[config.mk]
export PLATFORM = sky130hd
export DESIGN_NAME = inv_path_bist_ctrl
export DESIGN_NICKNAME = d
export VERILOG_FILES = /design/src/rtl/inv_path_bist_ctrl.sv
export SDC_FILE = /design/constraint.sdc
export NUM_CORES = 1
export LEC_CHECK = 0
export ABC_AREA = 1
export BUFFER_PORTS_ARGS = -buffer_cell sky130_fd_sc_hd__buf_2
export CORE_MARGIN = 2
export CORE_UTILIZATION = 51
export DETAILED_ROUTE_END_ITERATION = 10
export PLACE_DENSITY = 0.72
export SYNTH_ARGS = -nofsm -noshare
export SYNTH_HDL_FRONTEND = slang
export SYNTH_SLANG_ARGS = --single-unit
[constraint.sdc]
create_clock -name clk -period 1.35 [get_ports clk]
set_input_delay 0.27 -clock clk [delete_from_list [all_inputs] [get_ports clk]]
set_output_delay 0.27 -clock clk [all_outputs]
set_load 0.02 [all_outputs]
[src/rtl/inv_path_bist_ctrl.sv]
// Purpose: BIST sequencer for the inverter-pair path; drives LFSR bits, waits, samples, compares.
// Latency: SETTLE+2 cycles per vector; done pulses 1+V*(SETTLE+2) cycles after the start edge.
// Backpressure: none; start is ignored unless idle, abort ends a run early without a done pulse.
//
// Ports:
//   clk, rst        clock, synchronous active-high reset
//   start, abort    begin a run (idle only) / terminate a run (any non-idle state)
//   num_vectors     vectors per run, latched on start
//   chain_in        bit returned from the path under test
//   stim_out        stimulus bit into the path under test
//   busy            high while vectors are being driven/settled/sampled
//   done            one-cycle pulse at run completion
//   pass            result of the last completed run, held until the next start
//   err_count       mismatches in the current/last run
//   first_fail      index of the first mismatching vector, 8'hFF if none
module inv_path_bist_ctrl #(
  parameter int         SETTLE = 2,
  parameter int         INVERT = 0,
  parameter logic [7:0] SEED   = 8'hA5
) (
  input  logic       clk,
  input  logic       rst,
  input  logic       start,
  input  logic       abort,
  input  logic [7:0] num_vectors,
  input  logic       chain_in,
  output logic       stim_out,
  output logic       busy,
  output logic       done,
  output logic       pass,
  output logic [7:0] err_count,
  output logic [7:0] first_fail
);

  // Settle down-counter is loaded with SETTLE-1 and the SETTLE state exits at zero.
  localparam int             CW          = (SETTLE > 1) ? $clog2(SETTLE) : 1;
  localparam logic [CW-1:0]  SETTLE_LOAD = (SETTLE > 0) ? CW'(SETTLE - 1) : '0;
  localparam logic           INV_BIT     = (INVERT != 0);

  typedef enum logic [2:0] {
    S_IDLE,
    S_DRIVE,
    S_SETTLE,
    S_SAMPLE,
    S_DONE
  } state_t;

  state_t        state;
  state_t        state_nxt;
  logic [7:0]    lfsr;
  logic [7:0]    vec_idx;
  logic [7:0]    vec_count;
  logic          expected;
  logic [CW-1:0] settle_cnt;

  logic lfsr_fb;
  logic last_vec;
  logic mismatch;
  logic abort_run;

  assign lfsr_fb   = lfsr[7] ^ lfsr[5] ^ lfsr[4] ^ lfsr[3];
  // Compare in 9 bits so vec_idx+1 can equal a latched count of 255 without wrapping.
  assign last_vec  = (({1'b0, vec_idx} + 9'd1) == {1'b0, vec_count});
  assign mismatch  = (chain_in != expected);
  assign abort_run = abort && (state != S_IDLE);
  assign busy      = (state == S_DRIVE) || (state == S_SETTLE) || (state == S_SAMPLE);

  always_ff @(posedge clk) begin
    if (rst) begin
      state <= S_IDLE;
    end else begin
      state <= state_nxt;
    end
  end

  always_comb begin
    state_nxt = state;
    case (state)
      S_IDLE: begin
        if (start) begin
          state_nxt = (num_vectors == 8'd0) ? S_DONE : S_DRIVE;
        end
      end
      S_DRIVE: begin
        state_nxt = (SETTLE == 0) ? S_SAMPLE : S_SETTLE;
      end
      S_SETTLE: begin
        if (settle_cnt == '0) begin
          state_nxt = S_SAMPLE;
        end
      end
      S_SAMPLE: begin
        state_nxt = last_vec ? S_DONE : S_DRIVE;
      end
      S_DONE: begin
        state_nxt = S_IDLE;
      end
      default: begin
        state_nxt = S_IDLE;
      end
    endcase
    if (abort_run) begin
      state_nxt = S_IDLE;
    end
  end

  always_ff @(posedge clk) begin
    if (rst) begin
      stim_out   <= 1'b0;
      done       <= 1'b0;
      pass       <= 1'b0;
      err_count  <= 8'd0;
      first_fail <= 8'hFF;
      lfsr       <= SEED;
      vec_idx    <= 8'd0;
      vec_count  <= 8'd0;
      expected   <= 1'b0;
      settle_cnt <= '0;
    end else begin
      done <= 1'b0;
      if (abort_run) begin
        // Partial err_count/first_fail are kept for inspection; the sample in flight is dropped.
        pass <= 1'b0;
      end else begin
        case (state)
          S_IDLE: begin
            if (start) begin
              vec_count  <= num_vectors;
              lfsr       <= SEED;
              err_count  <= 8'd0;
              pass       <= 1'b0;
              vec_idx    <= 8'd0;
              first_fail <= 8'hFF;
            end
          end
          S_DRIVE: begin
            stim_out   <= lfsr[0];
            expected   <= lfsr[0] ^ INV_BIT;
            settle_cnt <= SETTLE_LOAD;
          end
          S_SETTLE: begin
            settle_cnt <= settle_cnt - CW'(1);
          end
          S_SAMPLE: begin
            if (mismatch) begin
              err_count <= err_count + 8'd1;
              if (first_fail == 8'hFF) begin
                first_fail <= vec_idx;
              end
            end
            lfsr    <= {lfsr[6:0], lfsr_fb};
            vec_idx <= vec_idx + 8'd1;
          end
          S_DONE: begin
            // err_count already includes the last sample here.
            done <= 1'b1;
            pass <= (err_count == 8'd0);
          end
          default: begin
          end
        endcase
      end
    end
  end

endmodule

==> results of run 1 <==
layer usage:
layer	up-vias	share of wire, %	GRT usage (%)	routed length, µm
li1	1256	-	-	-
met2	100	51	44.55	3530
met4	0	2.5	7.966	170
met1	1208	42	32.57	2859
met5	-	0	0	0
met3	18	4.4	4.782	301
final timing paths:
| path | cells after the start | slack, ns | to |
|---|---|---|---|
| max | 11 | -0.20 | state[0]$_SDFFE_PP0P_ |
| min | 2 | 0.20 | vec_count[0]$_SDFFE_PP0P_ |
| min reg2reg | 2 | 0.46 | first_fail[0]$_SDFFE_PP1P_ |
| max reg2reg | 11 | -0.20 | state[0]$_SDFFE_PP0P_ |
area by class of cell:
type                            instances  area (µm²)  area share [%]
Tap cell                               52       65.06           1.902
Inverter                               40       165.2           4.828
Sequential cell                        47       965.9           28.24
Clock buffer                            5       68.82           2.012
Clock inverter                          3       23.77          0.6950
Multi-Input combinational cell        234        1503           43.93
Timing Repair Buffer                   88       629.4           18.40
power by group through the flow:
stage                     combinational, W  sequential (W)  clock (W)
after floorplan                   0.000931         0.00181          0
after global placement             0.00159         0.00173          0
after detailed placement           0.00160         0.00174          0
after CTS                          0.00179         0.00172   0.000913
after global routing               0.00232         0.00177   0.000969
final                              0.00215         0.00175   0.000904
cell usage in the layout, fill, tap and decap left out, types with 4 or more instances in the layout:
cell	netlist	final
nor2_4	1	6
dfxtp_2	0	8
nand2_1	81	68
dfxtp_4	0	4
clkbuf_8	0	5
buf_4	0	48
nand2_2	2	12
buf_2	4	31
nor2_1	28	14
nor2_2	0	9
nor3_1	8	5
buf_6	0	7
a21oi_2	0	5
a21oi_1	33	27
o21ai_0	9	8
inv_1	37	31
inv_2	0	5
o211ai_1	7	7
nand3_1	29	25
dfxtp_1	47	35
nand4_1	4	4
logic make-up after synthesis:
| group | synth area share [%] |
|---|---|
| AO/OA/AOI/OAI | 14.99 |
| buffers and inverters | 8.168 |
| adder cells (fa/ha/maj) | 1.612 |
| XOR/XNOR | 2.633 |
| AND/OR/NAND/NOR | 32.19 |
| flip-flops | 40.41 |
per-stage QoR:
step | utilization, % | std cells
final | 78.03 | 469
after global routing | 78.03 | 469
after CTS | 73.57 | 467
after detailed placement | 67.47 | 453
after global placement | 67.47 | 453
after floorplan | - | 329
state kept, by name, summed over array words and instances, names as in the netlist:
| name | count |
|---|---|
| err_count | 8 |
| first_fail | 8 |
| lfsr | 8 |
| vec_count | 8 |
| vec_idx | 8 |
| state | 3 |
| done | 1 |
| expected | 1 |
| pass | 1 |
| settle_cnt | 1 |
timing repair:
item / 4_1_cts / 5_1_grt
buffers inserted: 6 / 5
cloned: 0 / 0
pin swaps: 13 / 15
gates resized for setup: 36 / 44
setup endpoints to repair: 31 / 44
==> impl_metrics.tcl, run 1 <==
set metrics [dict create \
    path_class "flop to flop" \
    async_flop_share_pct 0 \
    clk_latency_ns 0.31 \
    maxClockFrequency_mhz 644.6 \
    synth-edff-count 0 \
    fill_cells 306 \
    netlist_area_um2 2328 \
    maxSlewHeadroom_pct 77.16 \
    ys_types 35 \
    drv_cap 0 \
    synth_warnings 0 \
    cp-startpoint "vec_idx[0]$_SDFFE_PP0P_" \
    end_kind "flop" \
    overflow 0 \
    path_cells "ha_4 -> inv_1 -> nand2_1 -> nand2_1 -> nand2_1 -> nand2_1 -> nand3_1 -> nor2_2 -> nand3_2 -> nand2_2 -> a21oi_2" \
    synth_nets 345 \
    p_int_w 0.002912 \
    min_from "rst" \
    post-route-worst-setup-slack_ns -0.2013 \
    crit_slowest_cell "dfxtp_4" \
    cp.arrival_ns 1.74 \
    cpMostUsedCell "nand2_1" \
    yosysSeqAreaShare_pct 40.41 \
    fin_crit_ns 1.551 \
    p_leak_nw 1.467 \
    postSynthCellCount 329 \
    vias 2582 \
    yosysMostFrequentCell "nand2_1" \
    numCtsBuffers 5 \
    start_util_pct 53.11 \
    setup_viol 31 \
    die-area_um2 5122 \
    cp.required_ns 1.54 \
    grt_pass1_wl_um 10520 \
    finalNetCount 432 \
    core_area_um2 4384 \
    netlist.area_leader.share_pct 40.41 \
    slew_viol_final 0 \
    skew_ns 0.01349 \
    grt_max_degree 19 \
    synth_flop_cell "dfxtp_1" \
    antenna_found_initial 0 \
    slowest_delay_ns 0.37 \
    critical_path_buf_inv_count 1 \
    place.gp.congestion 0.8713 \
    clock_path_buffers 2 \
    p_sw_w 0.001890 \
    detail_route.iter0.violations 188 \
    cts_tree "yes" \
    finalWirelength_um 6862 \
    place_area_um2 2958 \
    critical-path-top-delay-family "simple AND/OR/NAND/NOR gates" \
    timing.final.hold_violations 0 \
    violations "negative setup slack" \
    timing.final.crit_share_pct 114.9 \
    std_cell_rows 24 \
    status "finished, violations left" \
    ys_ff_latch 47 \
    yosys.area.top_type "dfxtp_1" \
    power_w 0.004801 \
    swShare_pct 39.36 \
    io_pins 33 \
    worstHoldPathType "primary input to flop" \
    synth.area.top_cells "dfxtp_1, nand2_1, a21oi_1, nand3_1, inv_1" \
    wl_per_cell_um 14.63 \
    reg2reg_from "vec_idx[0]$_SDFFE_PP0P_" \
    critPathLaunchType "flop" \
    power_frac_comb_pct 44.8 \
    cts-root-buf "clkbuf_8" \
    postCtsHoldBufs 0 \
    antenna_left 0 \
    cts.clk_slew.worst_paths_ns 0.10 \
    dpl.hpwl_um 4327 \
    syn_avg_cell_area_um2 7.077 \
    final_area_um2 3421 \
    dp_slack_ns -0.1308 \
    die_w_um 71.57 \
    grtUsageTotal_pct 25.76 \
    power.density_nw_per_um2 1404 \
    drcViolationCount 0 \
    antennaDiodeCount 0 \
    h-tree-depth 2 \
    rsz0062_at_grt "yes" \
    cts_sinks 47 \
    worst_hold_slack_ns 0.2011 \
    viasPerCell 5.505 \
    synth_commonest_cells "nand2_1, dfxtp_1, inv_1" \
    critPathMaxFanout 3 \
    worst_pin_slew_ns 0.3425 \
    peakVddDrop_uv 908.9 \
    tns_ns -1.531 \
    dieHeight_um 71.57 \
    seqPwrFrac_pct 36.4 \
    pwr-share-clk_pct 18.8 \
    portBuffers 32 \
    area.growth.synth_to_final_pct 46.91 \
    grt_pass1_vias 2328 \
    layout-drive-gt1-share_pct 42.21 \
    firstDrtPassIters 5 \
]
No activity file was read; power rests on OpenSTA's default activity.
==> run 2: changes to the inputs <==
Settings changed: CORE_MARGIN 2 to 5.
==> impl_metrics.tcl, run 2 (synthesized netlist as in run 1, its figures left out) <==
set metrics [dict create \
    place_inst 451 \
    cts-root-buf "clkbuf_8" \
    swShare_pct 39.24 \
    io_pins 33 \
    drcViolationCount 0 \
    place.gp.congestion 0.9091 \
    detail_route.iter0.violations 265 \
    power_w 0.005107 \
    dp_slack_ns -0.1243 \
    status "finished, violations left" \
    violations "negative setup slack" \
    maxSlewHeadroom_pct 74.16 \
    layout.cells.most_common "nand2_1" \
    met2_usage_pct 38.30 \
    gr-max-usage-layer "met2" \
    dieHeight_um 77.57 \
    p_sw_w 0.002004 \
    final_cell_mix "nand2_1, buf_4, dfxtp_1, buf_2, inv_1" \
    setup_viol 37 \
    grt_max_degree 19 \
    worstHoldPathType "primary input to flop" \
    die-area_um2 6017 \
    met1_usage_pct 27.41 \
    rsz0062_at_grt "yes" \
    p_leak_nw 1.549 \
    vias 2661 \
    area.growth.synth_to_final_pct 51.59 \
    overflow 0 \
    die_w_um 77.57 \
    finalNetCount 432 \
    fin_crit_ns 1.577 \
    cts_sinks 47 \
    post-route-worst-setup-slack_ns -0.2269 \
    timing.final.crit_share_pct 116.8 \
    timing.final.hold_violations 0 \
    finalWirelength_um 8030 \
    start_util_pct 53.11 \
    tns_ns -4.120 \
    seqPwrFrac_pct 34.1 \
    h-tree-depth 2 \
    end_kind "flop" \
    viasPerCell 5.674 \
    power.density_nw_per_um2 1447 \
    maxClockFrequency_mhz 634.2 \
    worst_pin_slew_ns 0.3857 \
    final_cells 469 \
    wl_per_cell_um 17.12 \
    numCtsBuffers 5 \
    critPathLaunchType "flop" \
    pwr-share-clk_pct 21.8 \
    critPathMaxFanout 5 \
    grtUsageTotal_pct 22.39 \
    portBuffers 32 \
    met3_usage_pct 5.208 \
    firstDrtPassIters 5 \
    dpl.hpwl_um 4568 \
    p_int_w 0.003103 \
    utilization_pct 80.51 \
    postCtsHoldBufs 0 \
    layout-drive-gt1-share_pct 46.76 \
    peakVddDrop_uv 980.3 \
    std_cell_rows 24 \
    antennaDiodeCount 0 \
    cts_tree "yes" \
    grt_pass1_vias 2451 \
    antenna_left 0 \
    clock_path_buffers 2 \
    multiInputGateArea_um2 1578 \
    drv_cap 0 \
    skew_ns 0.01842 \
    cp.required_ns 1.55 \
    slew_viol_final 0 \
    regArea_um2 968.4 \
    cp.arrival_ns 1.77 \
    power_frac_comb_pct 44.1 \
    fill_cells 273 \
    core_area_um2 4384 \
    grt_pass1_wl_um 11100 \
    clk_latency_ns 0.32 \
    cts.clk_slew.worst_paths_ns 0.10 \
    path_class "flop to flop" \
    antenna_found_initial 0 \
]
[run 2: changes by cell type in the layout (fill, tap and decap cells not counted), sizes merged]
cell	before	now
clkinv	2	4
clkinvlp	2	0
bufinv	0	1
inv	39	38
[run 2: timing repair]
item                                    CTS  global route
buffers inserted                          4             6
cloned                                    0             0
pin swaps                                 9             9
gates resized for setup                  29            79
endpoints found under the setup margin   24            43
[run 2: layout make-up]
class / instances / share of cell area (%)
sequential: 47 / 27.44
tap: 52 / 1.843
clock buffer: 5 / 1.950
inverter: 40 / 4.644
timing repair buffer: 88 / 18.08
multi-input combinational: 234 / 44.70
clock inverter: 3 / 1.347
[run 2: per-layer routing]
metal  wire length, µm  share of wire (%)
met1              3218                 40
met5                 0                  0
met2              3983                 50
met3               454                5.7
met4               373                4.6
[run 2: worst max-delay path, stage by stage (launching register included)]
cell and delay (ns):
dfxtp_2 0.38, inv_2 0.07, nor3_4 0.30, nand2_4 0.12, nand2_8 0.10, buf_6 0.13, inv_8 0.05, buf_8 0.13
nand2_1 0.07, nand3_1 0.11
[run 2: path summary, 6_finish.rpt]
kind | from | endpoint | slack, ns | depth (start not counted)
max | state[0]$_SDFFE_PP0P_ | lfsr[0]$_SDFFE_PP1P_ | -0.23 | 9
min | rst | vec_count[0]$_SDFFE_PP0P_ | 0.19 | 2
max reg2reg | state[0]$_SDFFE_PP0P_ | lfsr[0]$_SDFFE_PP1P_ | -0.23 | 9
min reg2reg | vec_count[7]$_SDFFE_PP0P_ | vec_count[7]$_SDFFE_PP0P_ | 0.48 | 2
[run 2: stage by stage]
stage	hold slack, ns	cell area [µm²]
6_report	0.1949	3530
5_1_grt	0.2153	3530
4_1_cts	0.1975	3193
3_5_place_dp	0.4586	2943
3_3_place_gp	0.4496	2943
2_1_floorplan	0.3410	2416
[run 2: power by group through the flow]
stage | clock network, W | logic [W] | registers (W)
finish | 0.00111 | 0.00225 | 0.00174
global route | 0.00118 | 0.00240 | 0.00176
CTS | 0.00109 | 0.00175 | 0.00172
detailed placement | 0 | 0.00161 | 0.00174
global placement | 0 | 0.00158 | 0.00173
floorplan | 0 | 0.000931 | 0.00181
==> run 3: changes to the inputs <==
Settings changed: CORE_UTILIZATION 51 to 40, PLACE_DENSITY 0.72 to 0.58.
==> impl_metrics.tcl, run 3 (synthesized netlist as in run 1, its figures left out) <==
set metrics [dict create \
    status "finished, violations left" \
    violations "negative setup slack" \
    core_area_um2 5574 \
    finalNetCount 444 \
    area.growth.synth_to_final_pct 54.86 \
    finalWirelength_um 6480 \
    tns_ns -2.112 \
    grt_pass1_wl_um 10520 \
    critPathMaxFanout 8 \
    final_cell_mix "nand2_1, buf_4, dfxtp_1, buf_2, inv_1" \
    cts_sinks 47 \
    crit_slowest_cell "dfxtp_4" \
    critical_path_buf_inv_count 1 \
    io_pins 33 \
    timing.final.hold_violations 0 \
    cp.required_ns 1.57 \
    place.gp.congestion 0.8369 \
    path_class "flop to flop" \
    wl_per_cell_um 12.93 \
    utilization_pct 64.69 \
    peakVddDrop_uv 914.2 \
    postCtsHoldBufs 0 \
    die-area_um2 7447 \
    grt_pass1_vias 2284 \
    cts_tree "yes" \
    post-route-worst-setup-slack_ns -0.1189 \
    cp.arrival_ns 1.68 \
    dieHeight_um 86.30 \
    met3_usage_pct 4.183 \
    grtUsageTotal_pct 17.48 \
    layout-drive-gt1-share_pct 45.92 \
    maxSlewHeadroom_pct 77.27 \
    worstHoldPathType "primary input to flop" \
    ff2ff_setup_slack_ns -0.12 \
    clock_path_buffers 2 \
    dpl.hpwl_um 4552 \
    antenna_found_initial 0 \
    detail_route.iter0.violations 86 \
    critical-path-top-delay-family "simple AND/OR/NAND/NOR gates" \
    path_cells "nor2_4 -> inv_2 -> nor2_4 -> nand2_4 -> nand2_8 -> nand2_8 -> nor4_4 -> nand2_1 -> nand2_1 -> nor2_1" \
    setup_viol 32 \
    grt_max_degree 20 \
    critPathLaunchType "flop" \
    portBuffers 32 \
    gr-max-usage-layer "met2" \
    worst_pin_slew_ns 0.3397 \
    cts-root-buf "clkbuf_8" \
    clk_latency_ns 0.31 \
    place_area_um2 3043 \
    drv_cap 0 \
    die_w_um 86.30 \
    slew_viol_final 0 \
    drcViolationCount 0 \
    power_w 0.004874 \
    antennaDiodeCount 0 \
    skew_ns 0.008808 \
    viasPerCell 4.922 \
    fin_crit_ns 1.469 \
    firstDrtPassIters 4 \
    met2_usage_pct 27.61 \
    rsz0062_at_grt "yes" \
    fill_cells 479 \
    met1_usage_pct 23.74 \
    timing.final.crit_share_pct 108.8 \
    h-tree-depth 2 \
    final_area_um2 3606 \
    overflow 0 \
    p_leak_nw 1.572 \
    vias 2466 \
    maxClockFrequency_mhz 680.8 \
    numCtsBuffers 5 \
    std_cell_rows 27 \
    slowest_delay_ns 0.38 \
    worst_hold_slack_ns 0.1873 \
    cts.clk_slew.worst_paths_ns 0.09 \
    end_kind "flop" \
    start_util_pct 41.77 \
    power.density_nw_per_um2 1352 \
    antenna_left 0 \
    layout.cells.most_common "nand2_1" \
]
-- run 3: timing repair --
action,in CTS,in global routing
resized for setup,27,70
setup endpoints to repair,39,44
pin swaps,11,15
setup buffers,5,8
-- run 3: layout make-up --
class / count / area, µm² / area share [%]
repair buffers: 100 / 726.9 / 20.16
multi-input cells: 234 / 1551 / 43.03
well taps: 72 / 90.09 / 2.498
inverters: 40 / 172.7 / 4.788
clock buffers: 8 / 100.1 / 2.776
flip-flops and latches: 47 / 964.7 / 26.75
-- run 3: final timing paths --
kind | startpoint | end | cells past startpoint
worst max-delay path | state[1]$_SDFFE_PP0P_ | err_count[4]$_SDFFE_PP0P_ | 10
worst min-delay path | rst | vec_count[0]$_SDFFE_PP0P_ | 2
worst max register to register | state[1]$_SDFFE_PP0P_ | err_count[4]$_SDFFE_PP0P_ | 10
worst min register to register | lfsr[2]$_SDFFE_PP1P_ | lfsr[3]$_SDFFE_PP0P_ | 2
-- run 3: report_power, final --
part | total, W | internal (W) | leakage (nW) | switching (W)
Clock | 0.000946 | 0.000468 | 0.0515 | 0.000478
Combinational | 0.00221 | 0.00100 | 1.13 | 0.00121
Sequential | 0.00172 | 0.00158 | 0.387 | 0.000141
Total | 0.00487 | 0.00305 | 1.57 | 0.00182
-- run 3: worst register-to-register path: stages, from the launching register on --
cell,delay [ns]
dfxtp_4,0.38
nor2_4,0.13
inv_2,0.06
nor2_4,0.14
nand2_4,0.10
nand2_8,0.10
nand2_8,0.09
nor4_4,0.20
nand2_1,0.08
nand2_1,0.06
nor2_1,0.03
-- run 3: metal layers --
metal,share of wire [%],up-vias
li1,-,1291
met1,49,1124
met2,45,44
met3,4.5,7
met4,1.3,0
met5,0,-
-- run 3: metrics by stage --
step	cells	setup WS, ns
finish	501	-0.1189
detailed placement	481	-0.1661
CTS	494	-0.09955
global route	501	-0.2196
floorplan	329	-0.05383
global placement	481	-0.1287
